[src/rtl/corr_disp_select_if.sv]
// -----------------------------------------------------------------------------
// corr_disp_select_if
// Bundles the request/result signals of corr_disp_select.
//   nd        : new-data strobe, corr_in[] is valid in this cycle
//   corr_in[] : 21 unsigned correlation scores, disparities 0..20
//   disp_out  : disparity index of the maximum score
//   peak_out  : maximum score value
//   valid_out : one-cycle pulse, disp_out/peak_out/low_conf are new
//   low_conf  : peak_out is below the confidence threshold
//   busy      : a scan is in progress
//   ovf       : sticky, a request arrived while busy
// master drives the request side, slave is the selector itself.
// -----------------------------------------------------------------------------
interface corr_disp_select_if #(
    parameter int sh_reg_w = 8
);
    localparam int CW = 2 * sh_reg_w;

    logic          nd;
    logic [CW-1:0] corr_in [0:20];
    logic [4:0]    disp_out;
    logic [CW-1:0] peak_out;
    logic          valid_out;
    logic          low_conf;
    logic          busy;
    logic          ovf;

    modport master (
        output nd,
        output corr_in,
        input  disp_out,
        input  peak_out,
        input  valid_out,
        input  low_conf,
        input  busy,
        input  ovf
    );

    modport slave (
        input  nd,
        input  corr_in,
        output disp_out,
        output peak_out,
        output valid_out,
        output low_conf,
        output busy,
        output ovf
    );
endinterface

[src/rtl/corr_disp_select.sv]
// -----------------------------------------------------------------------------
// corr_disp_select
// Picks the disparity with the largest correlation score out of 21 candidates.
// A request (nd) snapshots all scores, a sequential scan walks the snapshot one
// entry per cycle (ties keep the lowest index), and the winner is published
// 22 cycles after the request together with a low-confidence flag.
//
// Ports
//   clk : clock, all state changes on the rising edge
//   rst : synchronous, active-high reset
//   bus : corr_disp_select_if.slave (nd, corr_in[], disp_out, peak_out,
//         valid_out, low_conf, busy, ovf)
//
// Parameters
//   sh_reg_w    : score width is 2*sh_reg_w
//   conf_thresh : peaks strictly below this value are flagged low_conf
// -----------------------------------------------------------------------------
module corr_disp_select #(
    parameter int                        sh_reg_w    = 8,
    parameter logic [2*sh_reg_w-1:0]     conf_thresh = '0
) (
    input  logic                 clk,
    input  logic                 rst,
    corr_disp_select_if.slave    bus
);
    localparam int         CW       = 2 * sh_reg_w;
    localparam logic [4:0] LAST_IDX = 5'd20;

    typedef enum logic [1:0] {
        IDLE = 2'd0,
        SCAN = 2'd1,
        DONE = 2'd2
    } state_t;

    state_t        r_state;
    logic [CW-1:0] r_buf [0:20];
    logic [4:0]    r_idx;
    logic [CW-1:0] r_best;
    logic [4:0]    r_best_idx;
    logic [4:0]    r_disp;
    logic [CW-1:0] r_peak;
    logic          r_valid;
    logic          r_low_conf;
    logic          r_ovf;

    logic [CW-1:0] w_entry;
    logic          w_take;
    logic [CW:0]   w_thresh_diff;
    logic          w_low;

    // Entry under inspection this cycle; entry 0 always seeds the best value,
    // later entries only replace it when strictly greater so ties stay low.
    assign w_entry = r_buf[r_idx];
    assign w_take  = (r_idx == 5'd0) || (w_entry > r_best);

    // The borrow out of best - thresh is exactly (best < thresh); written this
    // way so a zero threshold does not turn into a constant comparison.
    assign w_thresh_diff = {1'b0, r_best} - {1'b0, conf_thresh};
    assign w_low         = w_thresh_diff[CW];

    always_ff @(posedge clk) begin
        if (rst) begin
            r_state    <= IDLE;
            r_idx      <= 5'd0;
            r_disp     <= 5'd0;
            r_peak     <= '0;
            r_valid    <= 1'b0;
            r_low_conf <= 1'b0;
            r_ovf      <= 1'b0;
        end else begin
            r_valid <= 1'b0;
            case (r_state)
                IDLE: begin
                    if (bus.nd) begin
                        r_buf   <= bus.corr_in;
                        r_idx   <= 5'd0;
                        r_state <= SCAN;
                    end
                end

                SCAN: begin
                    // A request during a scan is dropped and remembered.
                    if (bus.nd) begin
                        r_ovf <= 1'b1;
                    end
                    if (w_take) begin
                        r_best     <= w_entry;
                        r_best_idx <= r_idx;
                    end
                    // Index stops at the last entry instead of wrapping.
                    if (r_idx == LAST_IDX) begin
                        r_state <= DONE;
                    end else begin
                        r_idx <= r_idx + 5'd1;
                    end
                end

                DONE: begin
                    r_disp     <= r_best_idx;
                    r_peak     <= r_best;
                    r_low_conf <= w_low;
                    r_valid    <= 1'b1;
                    // The publishing edge also serves as the accept point for
                    // the next request, giving a 22-cycle back-to-back period.
                    if (bus.nd) begin
                        r_buf   <= bus.corr_in;
                        r_idx   <= 5'd0;
                        r_state <= SCAN;
                    end else begin
                        r_state <= IDLE;
                    end
                end

                default: begin
                    r_state <= IDLE;
                end
            endcase
        end
    end

    assign bus.disp_out  = r_disp;
    assign bus.peak_out  = r_peak;
    assign bus.valid_out = r_valid;
    assign bus.low_conf  = r_low_conf;
    assign bus.busy      = (r_state != IDLE);
    assign bus.ovf       = r_ovf;

endmodule
[src/flat_wrapper.sv]
// flat-port wrapper written by rule: the top's interface ports become plain ports
module corr_disp_select_flat 
#(
    parameter int                        sh_reg_w    = 8,
    parameter logic [2*sh_reg_w-1:0]     conf_thresh = '0
)
  (clk, rst, bus_nd, bus_corr_in, bus_disp_out, bus_peak_out, bus_valid_out, bus_low_conf, bus_busy, bus_ovf);
  corr_disp_select_if #(.sh_reg_w(sh_reg_w)) bus_i ();
  input  logic clk;
  input  logic rst;
  input wire logic [$bits(bus_i.nd)-1:0] bus_nd;
  input wire logic [$bits(bus_i.corr_in)-1:0] bus_corr_in;
  output wire logic [$bits(bus_i.disp_out)-1:0] bus_disp_out;
  output wire logic [$bits(bus_i.peak_out)-1:0] bus_peak_out;
  output wire logic [$bits(bus_i.valid_out)-1:0] bus_valid_out;
  output wire logic [$bits(bus_i.low_conf)-1:0] bus_low_conf;
  output wire logic [$bits(bus_i.busy)-1:0] bus_busy;
  output wire logic [$bits(bus_i.ovf)-1:0] bus_ovf;
  assign bus_i.nd = bus_nd;
  assign bus_i.corr_in = {>>{bus_corr_in}};
  assign bus_disp_out = bus_i.disp_out;
  assign bus_peak_out = bus_i.peak_out;
  assign bus_valid_out = bus_i.valid_out;
  assign bus_low_conf = bus_i.low_conf;
  assign bus_busy = bus_i.busy;
  assign bus_ovf = bus_i.ovf;
  corr_disp_select #(.sh_reg_w(sh_reg_w), .conf_thresh(conf_thresh)) u_core (.clk(clk), .rst(rst), .bus(bus_i));
endmodule
[config.mk]
export PLATFORM = sky130hd
export DESIGN_NAME = corr_disp_select_flat
export DESIGN_NICKNAME = d
export VERILOG_FILES = /design/src/rtl/corr_disp_select_if.sv /design/src/rtl/corr_disp_select.sv /design/src/flat_wrapper.sv
export SDC_FILE = /design/constraint.sdc
export NUM_CORES = 1
export LEC_CHECK = 0
export BUFFER_PORTS_ARGS = -buffer_cell sky130_fd_sc_hd__buf_2
export CAP_MARGIN = 20
export CORE_MARGIN = 10
export CORE_UTILIZATION = 57
export DETAILED_ROUTE_END_ITERATION = 7
export GPL_ROUTABILITY_DRIVEN = 0
export GPL_TIMING_DRIVEN = 0
export PLACE_DENSITY = 0.84
export SLEW_MARGIN = 30
export SYNTH_ARGS = -nofsm -noshare
export SYNTH_HDL_FRONTEND = slang
export SYNTH_SLANG_ARGS = --single-unit
[constraint.sdc]
create_clock -name clk -period 50.8 [get_ports clk]
set_input_delay 7.62 -clock clk [delete_from_list [all_inputs] [get_ports clk]]
set_output_delay 7.62 -clock clk [all_outputs]
set_load 0.03 [all_outputs]
==> metrics.yaml, run 1 <==
flow_run:
  drv_cap: 0
worst_setup_path:
  crit_top_cell: "buf_16"
  worst_setup_path_end_kind: "register"
  critPathTopFamily: "buffers and inverters"
  crit_buf_inv: 8
  critical_path_required_ns: 51.01
  crit_start: "rst"
  max_stage_delay_ns: 0.58
  worstPathArrival_ns: 9.94
  start_kind: "input port"
  timing.critical_path.cells: "clkbuf_1 > clkbuf_1 > nor2_4 > buf_16 > buf_16 > buf_16 > buf_16 > buf_16 > buf_16"
  r2r_start: "u_core.r_idx[0]$_SDFFE_PP0P_"
  crit_cells: 9
  path_max_fanout: 27
  slowest_stage: "nor2_4"
  ff2ff_path_depth: 12
  crit_type: "in2reg"
cells_and_area:
  seq_area_um2: 11300
  drive_above_1_share: 0.398
  layout.cells.non_filler: 1634
  design_area_um2: 18900
  utilization: 0.729
  layout.nets: 1612
  fillers: 1617
  areaGrowthSynthToFinish_pct: 26.0
  multi_input_area_um2: 3350
clock_tree:
  cts_made_buffers: 39
  cts_resized: 0
  cts_sinks: 387
  hold_buffers: 0
  clockBufferDepth: 3
  cts_setup_buffers: 0
  cts.clk_slew.worst_paths_ns: 0.06
  cts_max_level: 2
  cts_root_buf: "clkbuf_16"
  cts_tree: "built"
  insertion_delay_ns: 0.52
pwr:
  power_density_nw_per_um2: 36.4
  p_leak_nw: 6.95
  ir_drop_v: 0.0000292
sta:
  finalCriticalPeriod_ns: 9.73
  setup_tns_ns: 0
  worst_slew_pin_slew_ns: 0.725
  finalWorstSetupSlack_ns: 41.07
  max_clock_freq_mhz: 103
  clock-skew-final_ns: 0.0153
  slew_headroom: 0.516
  fin_crit_sh: 0.192
  rsz0062_at_grt: "false"
  final-hold-violation-count: 0
  finalSetupViolCount: 0
  finalMaxSlewViolations: 0
yosys:
  synth-seq-cells: 387
  ys_types: 49
  synthAdderAreaFrac: 0.0150
  syn_area_um2: 15000
  synth_warnings: 0
  synth_edf_count: 357
  yosysTopAreaCell: "edfxtp_1"
  ys_seq_area_frac: 0.753
  syn-num-nets: 1195
  synth_compound_area_frac: 0.0617
  synth-xor-area-share: 0.00175
  yosys.area_share.simple: 0.0359
  synth_top_family_by_area: "multiplexers"
  synthTopCellsByArea: "edfxtp_1 71%, mux4_2 5.7%, mux2i_1 4.9%"
  synth_area_per_cell_um2: 17.9
  synth_top_area_frac: 0.713
  synth-async-reset-ratio: 0
  synthMuxAreaShare: 0.107
  ys.flop_type: "edfxtp_1"
  synthCells: 838
placement:
  io_buffers: 361
  place_inst: 1549
  dpl_cell_area_um2: 17700
  hpwl_mm: 32.5
  dp_slack_ns: 40.58
hold_path:
  hold_start: "u_core.r_idx[4]$_SDFFE_PP0P_"
  worst_hold_path_type: "reg2reg"
  holdPathStages: 0
floorplanning:
  rows: 59
  die_x_um: 182
  ios: 364
  initial_core_util: 0.579
  core_um2: 26000
  die_area_um2: 33300
  die_h_um: 182
drt:
  wl_met1_mm: 15.9
  wl_met2_mm: 23.3
  wl_per_cell_um: 26.6
  antenna_left: 0
  top_layer: "met4"
  drt-total-wl_mm: 43.5
  dr_total_vias: 9474
  met3_wirelength_mm: 3.22
  dr.first_iter.drc_count: 944
  route.detailed.drc: 0
  vias_per_cell: 5.80
  firstDrtPassIters: 5
status:
  status: "finished clean"
global_route:
  grt_pass1_vias: 10174
  grt_pass1_wl_mm: 63.2
  grt_max_degree: 28
  overflow: 0
  grtUsageTotal: 0.254
  antenna_found_initial: 15
==> per-layer routing <==
layer / global-route usage / vias to the layer above
li1: - / 4202
met3: 0.0528 / 69
met1: 0.307 / 4704
met5: 0 / -
met4: 0.0849 / 0
met2: 0.446 / 499
==> cell type report <==
cell class | count | area share
inverters | 22 | 0.00436
flip-flops and latches | 387 | 0.598
diodes | 15 | 0.00198
multi-input cells | 390 | 0.177
plain buffers | 39 | 0.0157
clock buffers | 56 | 0.0593
repair buffers | 376 | 0.117
well taps | 335 | 0.0221
clock inverters | 14 | 0.00482
==> layout by cell type (no fill, tap or decap), drive strengths merged, types with 3 or more instances in the layout <==
| cell | Yosys | routed |
|---|---|---|
| a211oi | 17 | 17 |
| nor3 | 15 | 15 |
| mux2i | 73 | 73 |
| nand3 | 3 | 3 |
| diode | 0 | 15 |
| nor2b | 11 | 11 |
| clkinv | 1 | 14 |
| a21oi | 47 | 47 |
| nor2 | 16 | 16 |
| a22oi | 8 | 8 |
| ha | 18 | 18 |
| mux4 | 39 | 39 |
| buf | 30 | 406 |
| o21ai | 12 | 12 |
| nand4 | 3 | 3 |
| edfxtp | 357 | 357 |
| o22ai | 31 | 31 |
| nand2 | 61 | 61 |
| clkbuf | 9 | 65 |
| dfxtp | 30 | 30 |
| inv | 21 | 21 |
| a221oi | 15 | 15 |
==> path summary, 6_finish.rpt <==
check | end | slack [ns]
hold reg to reg | u_core.r_best_idx[4]$_DFFE_PP_ | 0.44
setup reg to reg | u_core.r_best[13]$_DFFE_PP_ | 46.52
setup / recovery | u_core.r_buf[207]$_DFFE_PP_ | 41.07
hold / removal | u_core.r_best_idx[4]$_DFFE_PP_ | 0.44
==> worst register-to-register path: cells and delay by family, from the launching register on <==
kind                       cells  cell delay (ns)
buffers and inverters          3             0.69
adders and majority gates      1             0.36
and+or+nand+nor                4             1.34
AOI/OAI and AO/OA              4             1.12
DFF                            1             0.39
==> power breakdown <==
group          switching (mW)  internal (mW)  leakage, nW
registers             0.00426          0.363         3.55
logic                  0.0254         0.0237         2.80
clock network           0.114          0.159        0.597
==> stage by stage <==
step | hold WS [ns] | total power, mW
global route | 0.449 | 0.710
CTS | 0.433 | 0.692
floorplan | 0.403 | 0.401
detailed placement | 0.413 | 0.422
global placement | 0.412 | 0.425
finish | 0.440 | 0.690
==> synth_stat cells, types with 3 or more instances <==
library cell,n
a211oi_1,17
a21oi_1,47
a221oi_1,12
a221oi_2,3
a22oi_1,8
buf_2,9
buf_4,7
buf_6,13
clkbuf_1,9
dfxtp_1,30
edfxtp_1,357
ha_1,18
inv_1,21
mux2i_1,73
mux4_2,38
nand2_1,57
nand2_2,3
nand3_1,3
nand4_1,3
nor2_1,14
nor2b_1,11
nor3_1,15
o21ai_0,6
o21ai_1,5
o22ai_1,31
==> registers in the layout, summed over array words and instances (netlist names) <==
signal,cells
u_core.r_buf,336
u_core.bus.valid_out,1
u_core.r_best_idx,5
u_core.bus.disp_out,5
u_core.bus.peak_out,16
u_core.r_idx,5
u_core.r_best,16
u_core.r_state,2
u_core.bus.ovf,1
==> logic make-up (layout without fill, tap and decap cells) <==
group	count (synthesis)	in the layout
and+or+nand+nor	116	116
muxes	112	112
xor gates and xnor gates	3	3
other	1	16
AOI/OAI and AO/OA	140	140
adders and majority gates	18	18
DFF	387	387
buffers and inverters	61	507
Note: power is estimated with default switching activity, not from simulation.
==> run 2: changes to the inputs <==
CORE_UTILIZATION = 48   (was 57)
PLACE_DENSITY = 0.76   (was 0.84)
clock period = 8.31 ns   (was 50.8 ns; I/O delays follow)
==> run 2 against run 1 <==
Effect of this change: count of clock-buffer cells in the layout is 4 lower; sequential cell count stayed put; non-clock buffer count is 2 higher; sequential share of layout area is 0.40 points lower; clock power grew to 6.2 times the previous value; clock skew is 0.0081 ns higher; worst setup slack worse by 37 ns; total power grew to 6.1 times the previous value; wire length is 2.8% lower; global-route usage is 4.2 points lower; combinational power grew to 6.1 times the previous value; critical endpoint is now u_core.r_best_idx[0]$_DFFE_PP_; largest cell class unchanged; highest routed layer is now met5.
==> metrics.yaml, run 2 (synthesis results as in run 1) <==
floorplanning:
  die_area_um2: 38800
  initial_core_util: 0.489
  die_x_um: 197
  ios: 364
  rows: 64
  core_um2: 30700
  die_h_um: 197
cells_and_area:
  layout.cells.non_filler: 1692
  fillers: 2278
  layout.nets: 1616
  seq_area_um2: 11300
  most-common-layout-cells: "370 x buf_2, 357 x edfxtp_1, 73 x mux2i_1"
  drive_above_1_share: 0.404
  areaGrowthSynthToFinish_pct: 26.8
  design_area_um2: 19100
  multi_input_area_um2: 3350
  top_register: "u_core.r_buf"
  largest_register_ffs: 336
  final_common_cell: "buf_2"
hold_path:
  worst_hold_path_type: "reg2reg"
clock_tree:
  cts.clk_slew.worst_paths_ns: 0.06
  insertion_delay_ns: 0.54
  cts_sinks: 387
  hold_buffers: 0
  cts_resized: 0
  clockBufferDepth: 3
  cts_tree: "built"
  cts_setup_buffers: 0
  cts_max_level: 2
  cts_root_buf: "clkbuf_16"
  cts_made_buffers: 41
sta:
  worst_slew_pin_slew_ns: 0.606
  final-hold-violation-count: 0
  max_clock_freq_mhz: 235
  finalSetupViolCount: 0
  finalMaxSlewViolations: 0
  finalCriticalPeriod_ns: 4.26
  rsz0062_at_grt: "false"
  fin_crit_sh: 0.512
  finalWorstSetupSlack_ns: 4.05
  whs_ns: 0.440
  clock-skew-final_ns: 0.0234
  slew_headroom: 0.595
worst_setup_path:
  path_max_fanout: 13
  max_stage_delay_ns: 0.48
  critPathTopFamily: "simple AND/OR/NAND/NOR gates"
  start_kind: "register"
  slowest_stage: "nor3_1"
  crit_top_cell: "buf_6"
  timing.critical_path.cells: "buf_6 > buf_6 > buf_4 > mux2i_1 > o22ai_1 > nor3_1 > a21oi_1 > ha_1 > nand4_1 > nor4_1 > a22oi_1 > a21oi_4 > buf_8"
  worstPathArrival_ns: 4.49
  critical_path_required_ns: 8.54
  crit_buf_inv: 4
  worst_setup_path_end_kind: "register"
  crit_type: "reg2reg"
flow_run:
  drv_cap: 0
drt:
  firstDrtPassIters: 5
  dr_total_vias: 9197
  drt-total-wl_mm: 42.3
  antenna_left: 0
  route.detailed.drc: 0
  wl_per_cell_um: 25.0
  dr.first_iter.drc_count: 658
  vias_per_cell: 5.44
pwr:
  p_leak_nw: 6.98
  power_density_nw_per_um2: 222
  power.total_mw: 4.24
  ir_drop_v: 0.000177
placement:
  place_inst: 1612
  hpwl_mm: 32.6
  io_buffers: 361
  dp_slack_ns: 4.07
  dpl_cell_area_um2: 17800
global_route:
  antenna_found_initial: 8
  grt_max_degree: 30
  overflow: 0
  grt_pass1_vias: 10040
  grtUsageTotal: 0.212
  grt_pass1_wl_mm: 61.2
status:
  status: "finished clean"
-- run 2: changes by cell type in the layout (fill, tap and decap cells not counted), sizes merged --
cell / previous run / this run
buf: 406 / 408
clkbuf: 65 / 61
clkinv: 14 / 18
clkinvlp: 0 / 2
diode: 15 / 6
inv: 21 / 23
-- run 2: metrics by stage --
| step | util | setup TNS (ns) |
|---|---|---|
| 2_1_floorplan | - | 0 |
| 3_3_place_gp | 0.564 | -187.86 |
| 3_5_place_dp | 0.579 | 0 |
| 4_1_cts | 0.620 | 0 |
| 5_1_grt | 0.620 | 0 |
| 6_report | 0.620 | 0 |
-- run 2: layout make-up --
cell class | instances | area share
Antenna cell | 6 | 0.000787
Buffer | 39 | 0.0156
Clock buffer | 52 | 0.0570
Clock inverter | 22 | 0.00892
Inverter | 22 | 0.00433
Multi-Input combinational cell | 390 | 0.176
Sequential cell | 387 | 0.594
Tap cell | 396 | 0.0260
Timing Repair Buffer | 378 | 0.118
-- run 2: routing by layer --
metal,vias up,routed length (µm),share of wire,global-route usage
li1,4202,-,-,-
met1,4532,16500,0.39,0.256
met2,398,22300,0.53,0.379
met3,61,2750,0.065,0.0441
met4,4,767,0.018,0.0584
met5,-,27,0.00064,0
-- run 2: worst paths after layout --
path	start	endpoint	slack (ns)	cells after the start
worst max-delay path	u_core.r_idx[0]$_SDFFE_PP0P_	u_core.r_best_idx[0]$_DFFE_PP_	4.05	13
worst min-delay path	u_core.r_idx[4]$_SDFFE_PP0P_	u_core.r_best_idx[4]$_DFFE_PP_	0.44	0
worst max register to register	u_core.r_idx[0]$_SDFFE_PP0P_	u_core.r_best_idx[0]$_DFFE_PP_	4.05	13
worst min register to register	u_core.r_idx[4]$_SDFFE_PP0P_	u_core.r_best_idx[4]$_DFFE_PP_	0.44	0
-- run 2: power breakdown --
group	total [mW]	internal [mW]	switching, mW	leakage (nW)
Clock	1.70	0.965	0.732	0.616
Combinational	0.300	0.146	0.154	2.81
Sequential	2.24	2.22	0.0229	3.55
